### config.mk
export PLATFORM = sky130hd
export DESIGN_NAME = clk_div_ctrl_flat
export DESIGN_NICKNAME = d
export VERILOG_FILES = /design/src/rtl/clk_div_ctrl_if.sv /design/src/rtl/clk_div_ctrl.sv /design/src/flat_wrapper.sv
export SDC_FILE = /design/constraint.sdc
export NUM_CORES = 1
export LEC_CHECK = 0
export ABC_AREA = 1
export CAP_MARGIN = 15
export CORE_ASPECT_RATIO = 0.9
export CORE_MARGIN = 8
export CORE_UTILIZATION = 66
export CTS_BUF_LIST = sky130_fd_sc_hd__clkbuf_2 sky130_fd_sc_hd__clkbuf_4 sky130_fd_sc_hd__clkbuf_8
export DETAILED_ROUTE_END_ITERATION = 12
export GPL_TIMING_DRIVEN = 0
export PLACE_DENSITY = 0.91
export SLEW_MARGIN = 20
export SYNTH_ARGS = -nofsm -noshare
export SYNTH_HDL_FRONTEND = slang
export SYNTH_SLANG_ARGS = --single-unit
### constraint.sdc
create_clock -name clk -period 10.7 [get_ports clk]
set_clock_uncertainty 0.1 [all_clocks]
set_input_delay 2.14 -clock clk [delete_from_list [all_inputs] [get_ports clk]]
set_output_delay 2.14 -clock clk [all_outputs]
set_load 0.02 [all_outputs]
### src/rtl/clk_div_ctrl_if.sv
// Divisor configuration handshake between a ratio source (master) and clk_div_ctrl (slave).
interface clk_div_ctrl_if #(
  parameter int CNT_W = 8
);
  logic             cfg_valid;
  logic [CNT_W-1:0] cfg_div;
  logic             cfg_ready;
  logic             cfg_err;

  modport master (output cfg_valid, output cfg_div, input cfg_ready, input cfg_err);
  modport slave  (input cfg_valid, input cfg_div, output cfg_ready, output cfg_err);
endinterface

### src/rtl/clk_div_ctrl.sv
// Runtime-programmable clock divider; ratio changes take effect only at a period boundary.
// Optional macro ODD_DUTY50_EN adds a negedge stage giving true 50% duty for odd divisors.
module clk_div_ctrl #(
  parameter int CNT_W       = 8,
  parameter int DEFAULT_DIV = 2
) (
  input  logic                clk,
  input  logic                rst,
  input  logic                en,
  clk_div_ctrl_if.slave       cfg,
  output logic                q,
  output logic                q_rise,
  output logic                busy
);

  typedef enum logic [1:0] {
    STOP   = 2'd0,
    RUN    = 2'd1,
    SWITCH = 2'd2
  } state_t;

  state_t           state, state_n;
  logic [CNT_W-1:0] div, div_n;
  logic [CNT_W-1:0] pend, pend_n;
  logic [CNT_W-1:0] cnt, cnt_n;
  logic [CNT_W-1:0] high_n;
  logic             q_pos;
  logic             cfg_err_r;
  logic             xfer;
  logic             div_ok;
  logic             boundary;

  assign cfg.cfg_ready = (state != SWITCH);
  assign cfg.cfg_err   = cfg_err_r;
  assign xfer          = cfg.cfg_valid & cfg.cfg_ready;
  assign div_ok        = (cfg.cfg_div >= CNT_W'(2));
  assign boundary      = (cnt == (div - CNT_W'(1)));
  assign high_n        = div_n - (div_n >> 1);

  // Next-state, counter and divisor selection; the old divisor owns the whole current period.
  always_comb begin
    state_n = state;
    div_n   = div;
    pend_n  = pend;
    cnt_n   = cnt;
    case (state)
      STOP: begin
        cnt_n = '0;
        if (xfer && div_ok) div_n = cfg.cfg_div;
        else                div_n = div;
        if (en) state_n = RUN;
        else    state_n = STOP;
      end
      RUN: begin
        if (boundary) begin
          cnt_n = '0;
          if (xfer && div_ok) div_n = cfg.cfg_div;
          else                div_n = div;
          if (en) state_n = RUN;
          else    state_n = STOP;
        end else begin
          cnt_n = cnt + CNT_W'(1);
          if (xfer && div_ok) begin
            pend_n  = cfg.cfg_div;
            state_n = SWITCH;
          end else begin
            state_n = RUN;
          end
        end
      end
      SWITCH: begin
        if (boundary) begin
          cnt_n = '0;
          div_n = pend;
          if (en) state_n = RUN;
          else    state_n = STOP;
        end else begin
          cnt_n   = cnt + CNT_W'(1);
          state_n = SWITCH;
        end
      end
      default: begin
        state_n = STOP;
        cnt_n   = '0;
      end
    endcase
  end

  // State registers; outputs are registered from the next-cycle counter so q lines up with cnt.
  always_ff @(posedge clk or negedge rst) begin
    if (!rst) begin
      state     <= STOP;
      div       <= CNT_W'(DEFAULT_DIV);
      pend      <= '0;
      cnt       <= '0;
      q_pos     <= 1'b0;
      q_rise    <= 1'b0;
      busy      <= 1'b0;
      cfg_err_r <= 1'b0;
    end else begin
      state     <= state_n;
      div       <= div_n;
      pend      <= pend_n;
      cnt       <= cnt_n;
      q_pos     <= (state_n != STOP) && (cnt_n < high_n);
      q_rise    <= (state_n != STOP) && (cnt_n == '0);
      busy      <= (state_n != STOP);
      cfg_err_r <= xfer & ~div_ok;
    end
  end

`ifdef ODD_DUTY50_EN
  logic q_neg;

  // Half-cycle delayed copy of q_pos; ANDing trims half a cycle off odd-divisor high phases.
  always_ff @(negedge clk or negedge rst) begin
    if (!rst) begin
      q_neg <= 1'b0;
    end else begin
      q_neg <= q_pos;
    end
  end

  assign q = div[0] ? (q_pos & q_neg) : q_pos;
`else
  assign q = q_pos;
`endif

endmodule

### src/flat_wrapper.sv
// flat-port wrapper written by rule: the top's interface ports become plain ports
module clk_div_ctrl_flat 
#(
  parameter int CNT_W       = 8,
  parameter int DEFAULT_DIV = 2
)
  (clk, rst, en, q, q_rise, busy, cfg_cfg_valid, cfg_cfg_div, cfg_cfg_ready, cfg_cfg_err);
  clk_div_ctrl_if #(.CNT_W(CNT_W)) cfg_i ();
  input  logic clk;
  input  logic rst;
  input  logic en;
  output logic q;
  output logic q_rise;
  output logic busy;
  input wire logic [$bits(cfg_i.cfg_valid)-1:0] cfg_cfg_valid;
  input wire logic [$bits(cfg_i.cfg_div)-1:0] cfg_cfg_div;
  output wire logic [$bits(cfg_i.cfg_ready)-1:0] cfg_cfg_ready;
  output wire logic [$bits(cfg_i.cfg_err)-1:0] cfg_cfg_err;
  assign cfg_i.cfg_valid = cfg_cfg_valid;
  assign cfg_i.cfg_div = cfg_cfg_div;
  assign cfg_cfg_ready = cfg_i.cfg_ready;
  assign cfg_cfg_err = cfg_i.cfg_err;
  clk_div_ctrl #(.CNT_W(CNT_W), .DEFAULT_DIV(DEFAULT_DIV)) u_core (.clk(clk), .rst(rst), .en(en), .cfg(cfg_i), .q(q), .q_rise(q_rise), .busy(busy));
endmodule
==> After elaboration in Yosys (flattened, before gate mapping) <==
Cells that the tools add are included.
{ "totals": {"input_bits": 12, "regBits": 30} }
{ "op_classes": {"n_mux": 11, "reduce_logical": 8, "addsub": 3, "bitwise_logic": 4, "order_cmp": 2, "eq_ne": 4} }
{ "ops": {"columns": ["op", "count"], "rows": [
  ["$mux 8", 5],
  ["$pmux 8 s3", 1],
  ["$add 8x1->8 const B", 1],
  ["$eq 8x8->1", 1],
  ["$ge 8x2->1 const B", 1],
  ["$logic_not 8->1", 1],
  ["$lt 8x8->1", 1],
  ["$sub 8x1->8 const B", 1],
  ["$sub 8x7->8", 1],
  ["$mux 2", 3],
  ["$pmux 2 s3", 1],
  ["$logic_and 1x1->1", 3],
  ["$reduce_and 3->1", 1],
  ["$and 1x1->1", 2],
  ["$eq 2x1->1 const B", 1],
  ["$eq 2x2->1 const B", 1],
  ["$logic_not 2->1", 1],
  ["$ne 2x2->1 const B", 1],
  ["$not 1->1", 2],
  ["$reduce_bool 2->1", 1],
  ["$reduce_or 2->1", 1],
  ["$mux 1", 1]
]} }

==> Depth between registers and ports, before layout <==
{ "depth": {"word_depth": 9, "ltp_mapped": 32, "depth_no_buf": 32} }

==> Worst setup path after synthesis <==
OpenSTA, ideal clock, no wires.
{ "synth_timing": {"kind": "in2reg", "from": "in cfg_cfg_div[3]", "to": "reg u_core.q_pos (netlist: u_core.q)", "arrival_ns": 5.209, "setup_time_ns": 0.071, "setup_slack_ns": 5.320, "n_path_buf": 1, "cell_stages": 24, "cell_sequence": "nor3_1 nand4_1 nand2_1 clkbuf_1 nand2_1 nand3_1 o211ai_1 o21ai_1 inv_2 ha_1 a21oi_1 nand2_1 a21oi_1 o21ai_0 a21o_1 a21oi_1 inv_1 nand2_1 nand2_1 ha_1 a21oi_1 o21a_1 nand2_1 nor2_1"} }
{ "synth_between": {"elab_chain_cells": 8, "elab_cells_between_ends": 12} }
{ "synth_rtl": {"columns": ["item", "line_no", "source"], "rows": [
  ["start: declaration", "flat_wrapper.sv:16", "input wire logic [$bits(cfg_i.cfg_div)-1:0] cfg_cfg_div;"],
  ["$ge 8x2->1 (*)", "clk_div_ctrl.sv:36", "assign div_ok = (cfg.cfg_div >= CNT_W'(2));"],
  ["$logic_and 1x1->1 (*)", "clk_div_ctrl.sv:49, clk_div_ctrl.sv:57", null],
  ["$mux 8 (*)", "clk_div_ctrl.sv:49, clk_div_ctrl.sv:57", null],
  ["$mux 8", "clk_div_ctrl.sv:55", "if (boundary) begin"],
  ["$pmux 8 s3 (*)", "clk_div_ctrl.sv:46", "case (state)"],
  ["via u_core.div_n[2]", "clk_div_ctrl.sv:23", "logic [CNT_W-1:0] div, div_n;"],
  ["$sub 8x7->8 (*)", "clk_div_ctrl.sv:38", "assign high_n = div_n - (div_n >> 1);"],
  ["$lt 8x8->1 (*)", "clk_div_ctrl.sv:105", "q_pos <= (state_n != STOP) && (cnt_n < high_n);"],
  ["$logic_and 1x1->1 (*)", "clk_div_ctrl.sv:105", null],
  ["end signal: assignment", "clk_div_ctrl.sv:105", null],
  ["end: declaration", "clk_div_ctrl.sv:27", "logic q_pos;"]
]} }
The timed path passes the listed nets; every way through them passes the cells marked *.
A chain may end at the register's enable or synchronous reset.

==> Worst setup path after layout <==
{ "layout_timing": {"from": "in cfg_cfg_div[2]", "to": "reg u_core.q_pos (netlist: u_core.q)"} }
{ "layout_between": {"elab_chain_cells": 8, "elab_cells_between_ends": 12} }
{ "layout_rtl": {"columns": ["item", "line_no"], "rows": [
  ["$ge 8x2->1", "clk_div_ctrl.sv:36"],
  ["$logic_and 1x1->1", "clk_div_ctrl.sv:49, clk_div_ctrl.sv:57"],
  ["$mux 8 (*)", "clk_div_ctrl.sv:49, clk_div_ctrl.sv:57"],
  ["$mux 8", "clk_div_ctrl.sv:55"],
  ["$pmux 8 s3 (*)", "clk_div_ctrl.sv:46"],
  ["via u_core.div_n[2]", "clk_div_ctrl.sv:23"],
  ["$sub 8x7->8 (*)", "clk_div_ctrl.sv:38"],
  ["$lt 8x8->1 (*)", "clk_div_ctrl.sv:105"],
  ["$logic_and 1x1->1 (*)", "clk_div_ctrl.sv:105"]
]} }
Marked as above.

==> impl_metrics.tcl <==
set metrics [dict create \
    synthSimpleGateAreaFrac_pct 31.04 \
    clk_pin_slew_ns 0.06 \
    antenna_left 0 \
    ys.flop_type "dfrtp_1" \
    rsz0062_at_grt "no" \
    yosysTopAreaCellShare_pct 30.72 \
    synth_area_sq_um 2362 \
    hold_violations 0 \
    diodes 0 \
    synth-compound-area-share_pct 11.07 \
    status "complete, no violations" \
    grt_pass1_wl_um 8970 \
    use_met1_pct 23.93 \
    gr-usage-all-layers_pct 19.51 \
    busiest_layer "met2" \
    ctsHoldBuffers 0 \
    syn_nets 366 \
    max_freq_mhz 161.6 \
    layout.area.seq_sq_um 752.0 \
    cap_violations 0 \
    die_w_um 79.06 \
    gp_congestion 0.8657 \
    synthCells 333 \
    io_buffers 16 \
    netlist_top_cells_count "100 x nand2_1, 45 x inv_1, 29 x dfrtp_1, 24 x nand3_1" \
    cpMostUsedCell "nand2_1" \
    yosysTopAreaCell "dfrtp_1" \
    post_cts_buffers 0 \
    cp-start-kind "input port" \
    period_needed_ns 6.190 \
    ys_ff_latch 30 \
    cts-resized-gates 0 \
    fin_cells 401 \
    tightestPinTransition_ns 0.6917 \
    netlist-cell-type-count 35 \
    worstHoldPathType "flip-flop to flip-flop" \
    synthTopCellsByArea "dfrtp_1 31%, nand2_1 16%, ha_1 11%" \
    post_drt_wl_per_cell_um 13.25 \
    drt-total-wl_um 5314 \
    final_area_sq_um 2668 \
    worstSetupPathType "input port to flip-flop" \
    cp_slowest_cell "clkdlybuf4s50_1" \
    placed_cells 393 \
    via_per_inst 5.499 \
    synthMuxAreaShare_pct 0 \
    fin_nets 389 \
    nFillCells 254 \
    fin_crit_sh_pct 57.85 \
    syn_area_per_cell_sq_um 7.094 \
    grt_antenna_before_repair 0 \
    grt.overflow.total 0 \
    synth-xor-area-share_pct 4.396 \
    cts_tree "done" \
    cts_made_buffers 5 \
    max_slew_margin_pct 53.89 \
    drive_gt1_share_pct 11.76 \
    synth_fa_ha_area_share_pct 11.44 \
    root_buffer "clkbuf_8" \
    io_pins 17 \
    setup_viol 0 \
    die_h_um 72.76 \
    use_met2_pct 31.91 \
    drt-initial-drc-count 160 \
    syn_to_final_growth_pct 12.92 \
    synth_top_family_by_area "simple AND/OR/NAND/NOR gates" \
    synth-seq-area-share_pct 31.83 \
    num_rows 20 \
    drt-pass1-iter-count 4 \
    cts_sinks 30 \
    drc 0 \
    arrival_ns 6.30 \
    worstSkewPairLatency_ns 0.29 \
    worstPathRequired_ns 10.81 \
    dp_hpwl_um 4172 \
    synth_edf_count 0 \
    core_area_sq_um 3403 \
    dr_total_vias 2205 \
    synth-warning-count 0 \
    drv_slew 0 \
    worstPathMaxFanout 10 \
    cpPeakStageDelay_ns 0.43 \
    async_reset_ff_share_pct 100.0 \
    start_util_pct 69.41 \
    end_kind "flip-flop" \
    met3_usage_pct 4.680 \
    clk_path_buf_depth 2 \
    placed_cell_area_sq_um 2572 \
    htree_levels 2 \
    yosysMostFrequentCell "nand2_1" \
    dieArea_sq_um 5752 \
    timing.setup.tns_ns 0 \
    multi_input_area_sq_um 1369 \
    grt_pass1_vias 2095 \
    grt_max_degree 31 \
]
==> final timing paths <==
| path | startpoint | to | slack, ns | cells past startpoint |
|---|---|---|---|---|
| worst max-delay path | cfg_cfg_div[2] | u_core.q | 4.51 | 25 |
| min in group asynchronous | rst | u_core.pend[5] | 1.79 | 1 |
| worst min-delay path | u_core.pend[4] | u_core.pend[4] | 0.38 | 2 |
| worst max register to register | u_core.div[1] | u_core.q | 6.11 | 27 |
| worst min register to register | u_core.pend[4] | u_core.pend[4] | 0.38 | 2 |
| max in group asynchronous | rst | u_core.div[3] | 8.26 | 1 |
==> metrics by stage <==
stage               setup slack (ns)  hold WS (ns)  utilization (%)
detailed placement             4.303        0.3638            75.59
floorplan                      5.320        0.3422                -
global placement               4.403        0.3609            75.74
finish                         4.510        0.3787            78.38
global route                   4.133        0.3982            78.38
CTS                            4.539        0.3787            78.38
==> cells by family after synthesis <==
kind of cell	Yosys count
simple gates	166
xor+xnor	11
compound gates	43
flops	30
fa+ha+maj	21
buf+inv	62
==> cell type report <==
type / count / area share (%)
Buffer: 4 / 0.8912
Clock buffer: 7 / 3.377
Clock inverter: 1 / 0.1876
Inverter: 58 / 8.161
Multi-Input combinational cell: 241 / 51.31
Sequential cell: 30 / 28.19
Tap cell: 44 / 2.064
Timing Repair Buffer: 16 / 5.816
==> layout by cell type, fill, tap and decap left out, types with 2 or more instances in the layout <==
| master | netlist | final |
|---|---|---|
| a31oi_1 | 2 | 2 |
| o21ai_1 | 4 | 4 |
| nand2_2 | 2 | 2 |
| xor2_1 | 5 | 5 |
| nand2_1 | 100 | 100 |
| or2_2 | 5 | 5 |
| nor2_4 | 3 | 3 |
| inv_2 | 13 | 13 |
| clkbuf_1 | 2 | 2 |
| ha_1 | 20 | 20 |
| nand4_1 | 3 | 3 |
| nor3_1 | 3 | 3 |
| dfrtp_1 | 29 | 29 |
| a21oi_1 | 19 | 19 |
| o211ai_1 | 4 | 4 |
| o21ai_0 | 8 | 8 |
| clkbuf_8 | 0 | 6 |
| buf_2 | 1 | 2 |
| clkdlybuf4s50_1 | 0 | 15 |
| nand3_1 | 24 | 24 |
| inv_1 | 45 | 45 |
| xnor2_1 | 5 | 5 |
| nand3b_1 | 2 | 2 |
| nor2_2 | 2 | 2 |
| nor2_1 | 20 | 20 |
==> routing by layer <==
| layer | vias up | routed length (um) | part of all wire, % |
|---|---|---|---|
| li1 | 1096 | - | - |
| met1 | 1022 | 2358 | 44 |
| met2 | 80 | 2571 | 48 |
| met3 | 7 | 315 | 5.9 |
| met4 | 0 | 70 | 1.3 |
| met5 | - | 0 | 0 |
==> worst max-delay path: cells and delay by family <==
kind	cells	cell delay, ns
AND/OR/NAND/NOR	10	1.21
adder cells (fa/ha/maj)	2	0.64
AO/OA/AOI/OAI	9	1.40
buffers and inverters	4	0.90
==> state kept, by name (all words and copies together) (netlist names) <==
register            cells
u_core.busy             1
u_core.cfg.cfg_err      1
u_core.cnt              8
u_core.div              8
u_core.pend             8
u_core.q                1
u_core.q_rise           1
u_core.state            2
Power is left out: the tool's default activity adds up to more than one toggle a clock period on the data nets, which glitch-free logic cannot reach.
